===== config.mk =====
export PLATFORM = sky130hd
export DESIGN_NAME = mccpu_ctrl
export DESIGN_NICKNAME = d
export VERILOG_FILES = /design/src/rtl/mccpu_ctrl.sv
export SDC_FILE = /design/constraint.sdc
export NUM_CORES = 1
export LEC_CHECK = 0
export ABC_AREA = 1
export CORE_ASPECT_RATIO = 0.9
export CORE_UTILIZATION = 44
export CTS_BUF_LIST = sky130_fd_sc_hd__clkbuf_8
export DETAILED_ROUTE_END_ITERATION = 8
export GPL_ROUTABILITY_DRIVEN = 0
export PLACE_DENSITY_LB_ADDON = 0.1
export SLEW_MARGIN = 20
export SYNTH_ARGS = -nofsm -noshare
export SYNTH_HDL_FRONTEND = slang
export SYNTH_SLANG_ARGS = --single-unit

===== constraint.sdc =====
create_clock -name clk -period 3.05 [get_ports clk]
set_clock_uncertainty 0.15 [all_clocks]
set_input_delay 0.305 -clock clk [delete_from_list [all_inputs] [get_ports clk]]
set_output_delay 0.305 -clock clk [all_outputs]
set_load 0.1 [all_outputs]

===== src/rtl/mccpu_ctrl.sv =====
// mccpu_ctrl - multi-cycle control unit for the MIPS-subset datapath.
//
// Sequences each instruction through FETCH / DECODE / EXEC / MEM / WB and
// handshakes with a variable-latency memory through mem_ready. A wait counter
// bounds every memory access; if it runs out, the core parks in a sticky
// FAULT state. Unsupported instructions also go to FAULT.
//
// Parameters:
//   MEM_TIMEOUT  maximum wait cycles per memory access (0 disables timeout)
//   CNT_W        wait counter width (MEM_TIMEOUT must fit in CNT_W bits)
// Ports:
//   clk, rst                 clock, synchronous active-high reset
//   Op, Funct, Zero          instruction fields from IR, ALU zero flag
//   mem_ready                memory finishes the current access this cycle
//   PCWrite, IRWrite, IorD   PC / IR load enables, memory address select
//   MemRead, MemWrite        memory request strobes
//   RegWrite, EXTOp, ALUSrc, ARegSel, ALUOp, NPCOp, GPRSel, WDSel
//                            datapath controls, single-cycle encodings
//   state                    current FSM state (debug)
//   instr_done               pulses on the last cycle of each instruction
//   fault                    high while in FAULT
module mccpu_ctrl #(
   parameter int MEM_TIMEOUT = 16,
   parameter int CNT_W       = 8
) (
   input  logic       clk,
   input  logic       rst,
   input  logic [5:0] Op,
   input  logic [5:0] Funct,
   input  logic       Zero,
   input  logic       mem_ready,
   output logic       PCWrite,
   output logic       IRWrite,
   output logic       IorD,
   output logic       MemRead,
   output logic       MemWrite,
   output logic       RegWrite,
   output logic       EXTOp,
   output logic       ALUSrc,
   output logic       ARegSel,
   output logic [3:0] ALUOp,
   output logic [1:0] NPCOp,
   output logic [1:0] GPRSel,
   output logic [1:0] WDSel,
   output logic [2:0] state,
   output logic       instr_done,
   output logic       fault
);

   typedef enum logic [2:0] {
      S_FETCH  = 3'd0,
      S_DECODE = 3'd1,
      S_EXEC   = 3'd2,
      S_MEM    = 3'd3,
      S_WB     = 3'd4,
      S_FAULT  = 3'd7
   } state_t;

   localparam logic [5:0] OP_RTYPE = 6'b000000;
   localparam logic [5:0] OP_J     = 6'b000010;
   localparam logic [5:0] OP_JAL   = 6'b000011;
   localparam logic [5:0] OP_BEQ   = 6'b000100;
   localparam logic [5:0] OP_BNE   = 6'b000101;
   localparam logic [5:0] OP_ADDI  = 6'b001000;
   localparam logic [5:0] OP_SLTI  = 6'b001010;
   localparam logic [5:0] OP_ORI   = 6'b001101;
   localparam logic [5:0] OP_LW    = 6'b100011;
   localparam logic [5:0] OP_SW    = 6'b101011;

   localparam logic [5:0] F_SLL  = 6'b000000;
   localparam logic [5:0] F_SRL  = 6'b000010;
   localparam logic [5:0] F_SRA  = 6'b000011;
   localparam logic [5:0] F_SLLV = 6'b000100;
   localparam logic [5:0] F_SRLV = 6'b000110;
   localparam logic [5:0] F_JR   = 6'b001000;
   localparam logic [5:0] F_JALR = 6'b001001;
   localparam logic [5:0] F_ADD  = 6'b100000;
   localparam logic [5:0] F_ADDU = 6'b100001;
   localparam logic [5:0] F_SUB  = 6'b100010;
   localparam logic [5:0] F_SUBU = 6'b100011;
   localparam logic [5:0] F_AND  = 6'b100100;
   localparam logic [5:0] F_OR   = 6'b100101;
   localparam logic [5:0] F_NOR  = 6'b100111;
   localparam logic [5:0] F_SLT  = 6'b101010;
   localparam logic [5:0] F_SLTU = 6'b101011;

   localparam logic [3:0] ALU_NOP  = 4'd0;
   localparam logic [3:0] ALU_ADD  = 4'd1;
   localparam logic [3:0] ALU_SUB  = 4'd2;
   localparam logic [3:0] ALU_AND  = 4'd3;
   localparam logic [3:0] ALU_OR   = 4'd4;
   localparam logic [3:0] ALU_SLT  = 4'd5;
   localparam logic [3:0] ALU_SLTU = 4'd6;
   localparam logic [3:0] ALU_NOR  = 4'd7;
   localparam logic [3:0] ALU_SLL  = 4'd8;
   localparam logic [3:0] ALU_SRL  = 4'd9;
   localparam logic [3:0] ALU_SRA  = 4'd10;
   localparam logic [3:0] ALU_SLLV = 4'd11;
   localparam logic [3:0] ALU_SRLV = 4'd12;

   localparam logic [1:0] NPC_PLUS4  = 2'b00;
   localparam logic [1:0] NPC_BRANCH = 2'b01;
   localparam logic [1:0] NPC_JUMP   = 2'b10;
   localparam logic [1:0] NPC_JR     = 2'b11;

   localparam logic [CNT_W-1:0] TIMEOUT_CNT = CNT_W'(MEM_TIMEOUT);

   state_t           state_q, state_d;
   logic [CNT_W-1:0] cnt_q, cnt_d;

   logic       legal, is_j, is_jal, is_jr, is_jalr, is_beq, is_bne;
   logic       is_lw, is_sw, is_ialu;
   logic [3:0] dec_alu_op;
   logic       dec_ext_op, dec_alu_src, dec_areg_sel;
   logic       timeout_hit;

   // Instruction decode: same per-instruction ALU/EXT controls as the
   // single-cycle controller, plus class flags used by the sequencer.
   always_comb begin
      legal        = 1'b1;
      is_j         = 1'b0;
      is_jal       = 1'b0;
      is_jr        = 1'b0;
      is_jalr      = 1'b0;
      is_beq       = 1'b0;
      is_bne       = 1'b0;
      is_lw        = 1'b0;
      is_sw        = 1'b0;
      is_ialu      = 1'b0;
      dec_alu_op   = ALU_NOP;
      dec_ext_op   = 1'b0;
      dec_alu_src  = 1'b0;
      dec_areg_sel = 1'b0;
      case (Op)
         OP_RTYPE: begin
            case (Funct)
               F_ADD, F_ADDU: dec_alu_op = ALU_ADD;
               F_SUB, F_SUBU: dec_alu_op = ALU_SUB;
               F_AND:         dec_alu_op = ALU_AND;
               F_OR:          dec_alu_op = ALU_OR;
               F_NOR:         dec_alu_op = ALU_NOR;
               F_SLT:         dec_alu_op = ALU_SLT;
               F_SLTU:        dec_alu_op = ALU_SLTU;
               F_SLL: begin dec_alu_op = ALU_SLL; dec_areg_sel = 1'b1; end
               F_SRL: begin dec_alu_op = ALU_SRL; dec_areg_sel = 1'b1; end
               F_SRA: begin dec_alu_op = ALU_SRA; dec_areg_sel = 1'b1; end
               F_SLLV:        dec_alu_op = ALU_SLLV;
               F_SRLV:        dec_alu_op = ALU_SRLV;
               F_JR:          is_jr = 1'b1;
               F_JALR:        is_jalr = 1'b1;
               default:       legal = 1'b0;
            endcase
         end
         OP_ADDI: begin dec_alu_op = ALU_ADD; dec_ext_op = 1'b1; dec_alu_src = 1'b1; is_ialu = 1'b1; end
         OP_ORI:  begin dec_alu_op = ALU_OR;  dec_alu_src = 1'b1; is_ialu = 1'b1; end
         OP_SLTI: begin dec_alu_op = ALU_SLT; dec_ext_op = 1'b1; dec_alu_src = 1'b1; is_ialu = 1'b1; end
         OP_LW:   begin dec_alu_op = ALU_ADD; dec_ext_op = 1'b1; dec_alu_src = 1'b1; is_lw = 1'b1; end
         OP_SW:   begin dec_alu_op = ALU_ADD; dec_ext_op = 1'b1; dec_alu_src = 1'b1; is_sw = 1'b1; end
         OP_BEQ:  begin dec_alu_op = ALU_SUB; dec_ext_op = 1'b1; is_beq = 1'b1; end
         OP_BNE:  begin dec_alu_op = ALU_SUB; dec_ext_op = 1'b1; is_bne = 1'b1; end
         OP_J:    is_j = 1'b1;
         OP_JAL:  is_jal = 1'b1;
         default: legal = 1'b0;
      endcase
   end

   // The boundary cycle is the one where the counter already equals the
   // limit; mem_ready on that cycle still completes the access.
   assign timeout_hit = (MEM_TIMEOUT != 0) && !mem_ready && (cnt_q >= TIMEOUT_CNT);

   // Next-state and output logic. Strobes stay constant while waiting on
   // memory because they depend only on state and the decoded instruction.
   always_comb begin
      state_d    = state_q;
      PCWrite    = 1'b0;
      IRWrite    = 1'b0;
      IorD       = 1'b0;
      MemRead    = 1'b0;
      MemWrite   = 1'b0;
      RegWrite   = 1'b0;
      EXTOp      = 1'b0;
      ALUSrc     = 1'b0;
      ARegSel    = 1'b0;
      ALUOp      = ALU_NOP;
      NPCOp      = NPC_PLUS4;
      GPRSel     = 2'b00;
      WDSel      = 2'b00;
      instr_done = 1'b0;
      fault      = 1'b0;

      if (state_q == S_DECODE || state_q == S_EXEC || state_q == S_MEM || state_q == S_WB) begin
         ALUOp   = dec_alu_op;
         EXTOp   = dec_ext_op;
         ALUSrc  = dec_alu_src;
         ARegSel = dec_areg_sel;
      end

      case (state_q)
         S_FETCH: begin
            MemRead = 1'b1;
            if (mem_ready) begin
               IRWrite = 1'b1;
               PCWrite = 1'b1;
               state_d = S_DECODE;
            end else if (timeout_hit) begin
               state_d = S_FAULT;
            end
         end
         S_DECODE: begin
            if (!legal) begin
               state_d = S_FAULT;
            end else if (is_j || is_jal || is_jr || is_jalr) begin
               PCWrite    = 1'b1;
               NPCOp      = (is_jr || is_jalr) ? NPC_JR : NPC_JUMP;
               instr_done = 1'b1;
               state_d    = S_FETCH;
               if (is_jal || is_jalr) begin
                  RegWrite = 1'b1;
                  GPRSel   = 2'b10;
                  WDSel    = 2'b10;
               end
            end else begin
               state_d = S_EXEC;
            end
         end
         S_EXEC: begin
            if (is_beq || is_bne) begin
               PCWrite    = (is_beq & Zero) | (is_bne & ~Zero);
               NPCOp      = NPC_BRANCH;
               instr_done = 1'b1;
               state_d    = S_FETCH;
            end else if (is_lw || is_sw) begin
               state_d = S_MEM;
            end else begin
               state_d = S_WB;
            end
         end
         S_MEM: begin
            IorD     = 1'b1;
            MemRead  = is_lw;
            MemWrite = is_sw;
            if (mem_ready) begin
               if (is_lw) begin
                  state_d = S_WB;
               end else begin
                  instr_done = 1'b1;
                  state_d    = S_FETCH;
               end
            end else if (timeout_hit) begin
               state_d = S_FAULT;
            end
         end
         S_WB: begin
            RegWrite   = 1'b1;
            instr_done = 1'b1;
            state_d    = S_FETCH;
            if (is_lw) begin
               WDSel  = 2'b01;
               GPRSel = 2'b01;
            end else if (is_ialu) begin
               GPRSel = 2'b01;
            end
         end
         S_FAULT: begin
            fault = 1'b1;
         end
         default: state_d = S_FETCH;
      endcase

      // A reset cycle drops any in-flight request and silences all strobes.
      if (rst) begin
         PCWrite    = 1'b0;
         IRWrite    = 1'b0;
         IorD       = 1'b0;
         MemRead    = 1'b0;
         MemWrite   = 1'b0;
         RegWrite   = 1'b0;
         instr_done = 1'b0;
         fault      = 1'b0;
      end
   end

   // Wait counter restarts whenever a state is entered and only advances
   // while FETCH or MEM is held waiting for mem_ready.
   always_comb begin
      cnt_d = '0;
      if ((state_q == S_FETCH || state_q == S_MEM) && state_d == state_q)
         cnt_d = cnt_q + CNT_W'(1);
   end

   // State and wait-counter registers.
   always_ff @(posedge clk) begin
      if (rst) begin
         state_q <= S_FETCH;
         cnt_q   <= '0;
      end else begin
         state_q <= state_d;
         cnt_q   <= cnt_d;
      end
   end

   assign state = state_q;

endmodule


==> impl_metrics.json, run 1 <==
{
  "worstSetupPathType": "primary input to output pin",
  "routed_wl_um": 2980,
  "power.leakage_nw": 0.864,
  "dp_slack_ns": 0.218,
  "holdCritStartpoint": "cnt_q[0]$_SDFF_PP0_",
  "power_frac_seq_pct": 17.4,
  "grt.total_usage_pct": 20.3,
  "drt_first_pass_iters": 4,
  "critPathRequiredTime_ns": 2.59,
  "switchingPower_mw": 0.716,
  "cts_tree": "done",
  "fin_tns_setup_ns": 0,
  "first_global_vias": 1180,
  "path_delay_family": "simple AND/OR/NAND/NOR gates",
  "ant_nets": 0,
  "syn-instance-count": 205,
  "cellPowerDensity_nw_per_um2": 621,
  "cp-start-kind": "primary input",
  "io_pins": 40,
  "drv_cap": 0,
  "reg2reg_setup_slack_ns": 1.17,
  "cts.htree.levels": 1,
  "reg2reg_from": "state[2]$_SDFF_PP0_",
  "synth_cell_type_count": 35,
  "vias": 1415,
  "hold_violations": 0,
  "min_path_type": "flop to flop",
  "fin_crit_sh_pct": 92.8,
  "syn-cell-area_um2": 1260,
  "cts_resized": 0,
  "crit_arrival_ns": 2.38,
  "drt-vias-per-instance": 4.91,
  "die_x_um": 58.3,
  "hpwl_um": 2510,
  "combPwrFrac_pct": 71.2,
  "crit_fanout": 6,
  "dieArea_um2": 3070,
  "coreArea_um2": 2730,
  "power.switching_fraction_pct": 59.0,
  "crit_chain": "clkdlybuf4s50_1 -> nor2_4 -> inv_2 -> nor3_4 -> nand4_2 -> nor2_1 -> nor2_1 -> nor2_4 -> nor2_1 -> nor2_4 -> buf_12",
  "fp.dieH_um": 52.7,
  "drt-wirelength-per-cell_um": 10.3,
  "fin_ws_ns": 0.219,
  "grt_overflow": 0,
  "cpPeakStageDelay_ns": 0.53,
  "power.total_mw": 1.21,
  "endpoint_kind": "output pin",
  "synth.top_cells.by_area": "dfxtp_1 18%, nand2_1 9.6%, nor2_1 9.0%",
  "portBuffers": 39,
  "post_cts_buffers": 0,
  "peakVddDrop_uv": 662,
  "ctsRootBufferMaster": "clkbuf_8",
  "synth_area_per_cell_um2": 6.13,
  "drtIter0Drc": 69,
  "cp-startpoint": "Op[3]",
  "ys_ff_latch": 11,
  "outcome": "complete, no violations",
  "ctsHoldBuffers": 0,
  "setup_violations": 0,
  "yosysWarnings": 0,
  "ys_seq_area_share_pct": 17.5,
  "grt_pass1_wl_um": 4970,
  "intPower_mw": 0.497,
  "fillerInstances": 237,
  "antenna_found_initial": 0,
  "fin_crit_ns": 2.83,
  "clock_sinks": 11,
  "rsz0062_at_grt": "false",
  "cp.buffers_inverters": 3,
  "grt_max_degree": 12,
  "num_rows": 18,
  "slew_violations": 0,
  "syn_to_final_growth_pct": 55.6,
  "num_antenna_cells": 0,
  "nets": 267,
  "fmax_mhz": 353,
  "clkLatencyLatePin_ns": 0.23,
  "drc": 0,
  "clk_pin_slew_ns": 0.04,
  "drive_above_1_share_pct": 33.9,
  "final_core_util_pct": 71.7,
  "p_clk_share_pct": 11.3,
  "cts_made_buffers": 3,
  "initial_core_util_pct": 46.1,
  "slew_headroom_pct": 61.3,
  "clock_path_buffers": 2,
  "synth_top_cell_by_area": "dfxtp_1",
  "slowest_stage": "clkdlybuf4s50_1",
  "tightest_slew_ns": 0.578,
  "netlist.area_leader.share_pct": 17.5
}
==> path summary, 6_finish.rpt <==
path | end | cells after the start
setup reg to reg | cnt_q[0]$_SDFF_PP0_ | 10
hold / removal | cnt_q[0]$_SDFF_PP0_ | 1
setup / recovery | RegWrite | 11
hold reg to reg | cnt_q[0]$_SDFF_PP0_ | 1
==> sequential cells by signal (all words and copies together) (netlist names) <==
register	cells
cnt_q	8
state	3
==> per-stage QoR <==
| stage | cells | area, um2 | hold slack (ns) |
|---|---|---|---|
| after floorplan | 207 | 1340 | 0.280 |
| after global placement | 284 | 1910 | 0.298 |
| after detailed placement | 284 | 1910 | 0.329 |
| after CTS | 288 | 1950 | 0.341 |
| after global routing | 288 | 1950 | 0.358 |
| final | 288 | 1950 | 0.331 |
==> routing by layer <==
metal / vias to the layer above / track usage, % / routed length, um / share of wire (%)
li1: 755 / - / - / -
met1: 618 / 30.6 / 1540 / 52
met2: 42 / 31.4 / 1280 / 43
met3: 0 / 2.47 / 162 / 5.4
met4: 0 / 2.38 / 0 / 0
met5: - / 0 / 0 / 0
==> cell usage after synthesis <==
master	count
conb_1	1
nor3_2	1
nor3_1	4
nand4_2	1
a21oi_1	7
a41oi_1	2
o211ai_1	3
inv_2	14
nand3_1	22
inv_1	26
clkbuf_1	1
nand2_2	5
a211oi_1	1
nor4_1	1
nand3b_1	1
nand4_1	3
buf_4	1
a21oi_2	2
o2111ai_1	1
nor3_4	1
nor2_4	5
xor2_1	2
xnor2_1	1
ha_1	2
a31oi_1	2
o21ai_0	5
nand3_4	1
a31oi_2	1
a21boi_0	1
nor2_2	6
o22ai_1	1
nand3_2	7
nor2_1	30
dfxtp_1	11
nand2_1	32
==> cells in the final DEF, fill, tap and decap left out, types with 3 or more instances in the layout <==
| master | Yosys | final |
|---|---|---|
| nand2_1 | 32 | 32 |
| inv_1 | 26 | 27 |
| nor2_1 | 30 | 26 |
| nand3_1 | 22 | 22 |
| buf_12 | 0 | 16 |
| clkdlybuf4s50_1 | 0 | 15 |
| inv_2 | 14 | 14 |
| dfxtp_1 | 11 | 10 |
| nor2_2 | 6 | 8 |
| buf_4 | 1 | 8 |
| nor2_4 | 5 | 7 |
| nand3_2 | 7 | 7 |
| a21oi_2 | 2 | 6 |
| nand2_2 | 5 | 5 |
| o21ai_0 | 5 | 4 |
| o211ai_1 | 3 | 3 |
| nor3_1 | 4 | 3 |
| a21oi_1 | 7 | 3 |
| nand4_1 | 3 | 3 |
| clkbuf_8 | 0 | 3 |
| conb_1 | 1 | 3 |
==> layout make-up <==
cell class	instances	area, um2	area share, %
clock buffers	3	41.3	2.11
clock inverters	1	3.75	0.192
inverters	40	150	7.68
multi-input cells	154	957	49.0
flip-flops and latches	11	221	11.3
well taps	40	50.0	2.56
repair buffers	39	531	27.1
==> logic make-up (layout without fill, tap and decap cells) <==
kind of cell / Yosys count / count (layout) / synth area share [%]
flip-flops: 11 / 11 / 17.5
AND/OR/NAND/NOR: 120 / 120 / 51.5
adder cells (fa/ha/maj): 2 / 2 / 1.99
XOR/XNOR: 3 / 3 / 2.09
buffers and inverters: 42 / 83 / 12.8
other: 1 / 3 / 0.299
AO/OA/AOI/OAI: 26 / 26 / 13.7
==> worst register-to-register path: cells and delay by family, from the launching register on <==
family                 cells  cell delay (ns)
and+or+nand+nor            7             0.82
buffers and inverters      1             0.12
DFF                        1             0.41
AOI/OAI and AO/OA          2             0.31
==> power groups by stage <==
stage	clock, mW	sequential, mW	combinational [mW]
2_1_floorplan	0	0.336	0.532
3_3_place_gp	0	0.214	0.862
3_5_place_dp	0	0.215	0.862
4_1_cts	0.141	0.212	0.865
5_1_grt	0.149	0.217	0.925
6_report	0.137	0.211	0.864
Power figures use the tool's default switching activity.
==> inputs of run 2 (changes only) <==
- ABC_CLOCK_PERIOD_IN_PS: not set -> 3050
- CORE_MARGIN: not set -> 5
==> impl_metrics.json, run 2 (synthesis results as in run 1) <==
{
  "mostFrequentLayoutCells": "32 x nand2_1, 27 x inv_1, 26 x nor2_1",
  "power.leakage_nw": 0.864,
  "drt-vias-per-instance": 4.91,
  "outcome": "complete, no violations",
  "drive_above_1_share_pct": 33.9,
  "portBuffers": 39,
  "first_global_vias": 1303,
  "fmax_mhz": 352,
  "peakVddDrop_uv": 642,
  "cts.htree.levels": 1,
  "cp-start-kind": "primary input",
  "slowest_stage": "clkdlybuf4s50_1",
  "cts_resized": 0,
  "hold_violations": 0,
  "cts_tree": "done",
  "slew_headroom_pct": 58.9,
  "fin_crit_sh_pct": 93.0,
  "post_cts_buffers": 0,
  "grt_pass1_wl_um": 5610,
  "io_pins": 40,
  "holdPathStages": 1,
  "cts_made_buffers": 3,
  "antenna_found_initial": 0,
  "vias": 1415,
  "ctsHoldBuffers": 0,
  "power.switching_fraction_pct": 59.2,
  "clkLatencyLatePin_ns": 0.24,
  "dieArea_um2": 4020,
  "switchingPower_mw": 0.720,
  "hpwl_um": 2720,
  "crit_fanout": 6,
  "fin_crit_ns": 2.84,
  "initial_core_util_pct": 45.7,
  "largest_register_ffs": 8,
  "drv_cap": 0,
  "mostFrequentLayoutCell": "nand2_1",
  "nets": 267,
  "slew_violations": 0,
  "intPower_mw": 0.497,
  "worstSetupPathType": "primary input to output pin",
  "die_x_um": 66.3,
  "drc": 0,
  "coreArea_um2": 2750,
  "holdWs_ns": 0.306,
  "cellPowerDensity_nw_per_um2": 623,
  "cpPeakStageDelay_ns": 0.54,
  "critPathRequiredTime_ns": 2.59,
  "syn_to_final_growth_pct": 55.6,
  "combPwrFrac_pct": 71.0,
  "crit_arrival_ns": 2.38,
  "crit_chain": "clkdlybuf4s50_1 -> nor2_4 -> inv_2 -> nor3_4 -> nand4_2 -> nand2_1 -> nand3_2 -> nor2_4 -> nor2_1 -> nor2_4 -> buf_12",
  "clock_sinks": 11,
  "ant_nets": 0,
  "crit_path_frequent_cell": "nor2_4",
  "endpoint_kind": "output pin",
  "setup_violations": 0,
  "top_register": "cnt_q",
  "worst-r2r-cell-count": 10,
  "drt-wirelength-per-cell_um": 11.0,
  "rsz0062_at_grt": "false",
  "drtIter0Drc": 108,
  "ctsRootBufferMaster": "clkbuf_8",
  "drt_first_pass_iters": 4,
  "grt_overflow": 0,
  "num_antenna_cells": 0,
  "fp.dieH_um": 60.7,
  "power_frac_seq_pct": 17.4,
  "clock_path_buffers": 2,
  "final_core_util_pct": 71.1,
  "grt_max_degree": 12,
  "num_rows": 18,
  "p_clk_share_pct": 11.6,
  "grt.total_usage_pct": 17.2,
  "clk_pin_slew_ns": 0.05,
  "routed_wl_um": 3180,
  "min_path_type": "flop to flop",
  "tightest_slew_ns": 0.615
}
run 2: layout make-up:
type | count | area, um2
fillers | 240 | 793
clock buffers | 3 | 41.3
inverters | 40 | 150
repair buffers | 39 | 531
flip-flops and latches | 11 | 221
clock inverters | 1 | 3.75
multi-input cells | 154 | 957
well taps | 40 | 50.0
run 2: stage by stage:
stage | TNS (ns) | setup WS [ns] | power [mW] | std cells | area (um2)
floorplan | -0.0251 | -0.0251 | 0.868 | 207 | 1340
global placement | 0 | 0.240 | 1.08 | 284 | 1910
detailed placement | 0 | 0.210 | 1.08 | 284 | 1910
CTS | 0 | 0.200 | 1.23 | 288 | 1950
global route | 0 | 0.0302 | 1.30 | 288 | 1950
finish | 0 | 0.212 | 1.22 | 288 | 1950
run 2: per-layer routing:
| layer | global-route usage, % | share of wire [%] | up-vias |
|---|---|---|---|
| li1 | - | - | 748 |
| met1 | 23.3 | 46 | 628 |
| met2 | 28.4 | 47 | 37 |
| met3 | 4.07 | 6.2 | 2 |
| met4 | 3.19 | 0.57 | 0 |
| met5 | 0 | 0 | - |
run 2: final timing paths:
check / startpoint / endpoint / slack, ns
setup / recovery: Op[2] / RegWrite / 0.21
hold reg to reg: cnt_q[0]$_SDFF_PP0_ / cnt_q[0]$_SDFF_PP0_ / 0.31
hold / removal: cnt_q[0]$_SDFF_PP0_ / cnt_q[0]$_SDFF_PP0_ / 0.31
setup reg to reg: state[2]$_SDFF_PP0_ / cnt_q[4]$_SDFF_PP0_ / 1.17
run 2: critical path: cells and delay by family:
family | cells | cell delay [ns]
buf+inv | 3 | 0.79
simple gates | 8 | 1.27
run 2: power by group through the flow:
stage	Clock [mW]	Sequential (mW)	Combinational, mW
after detailed placement	0	0.215	0.864
after floorplan	0	0.336	0.532
after global placement	0	0.214	0.862
after CTS	0.147	0.212	0.867
after global routing	0.153	0.218	0.931
final	0.141	0.212	0.864
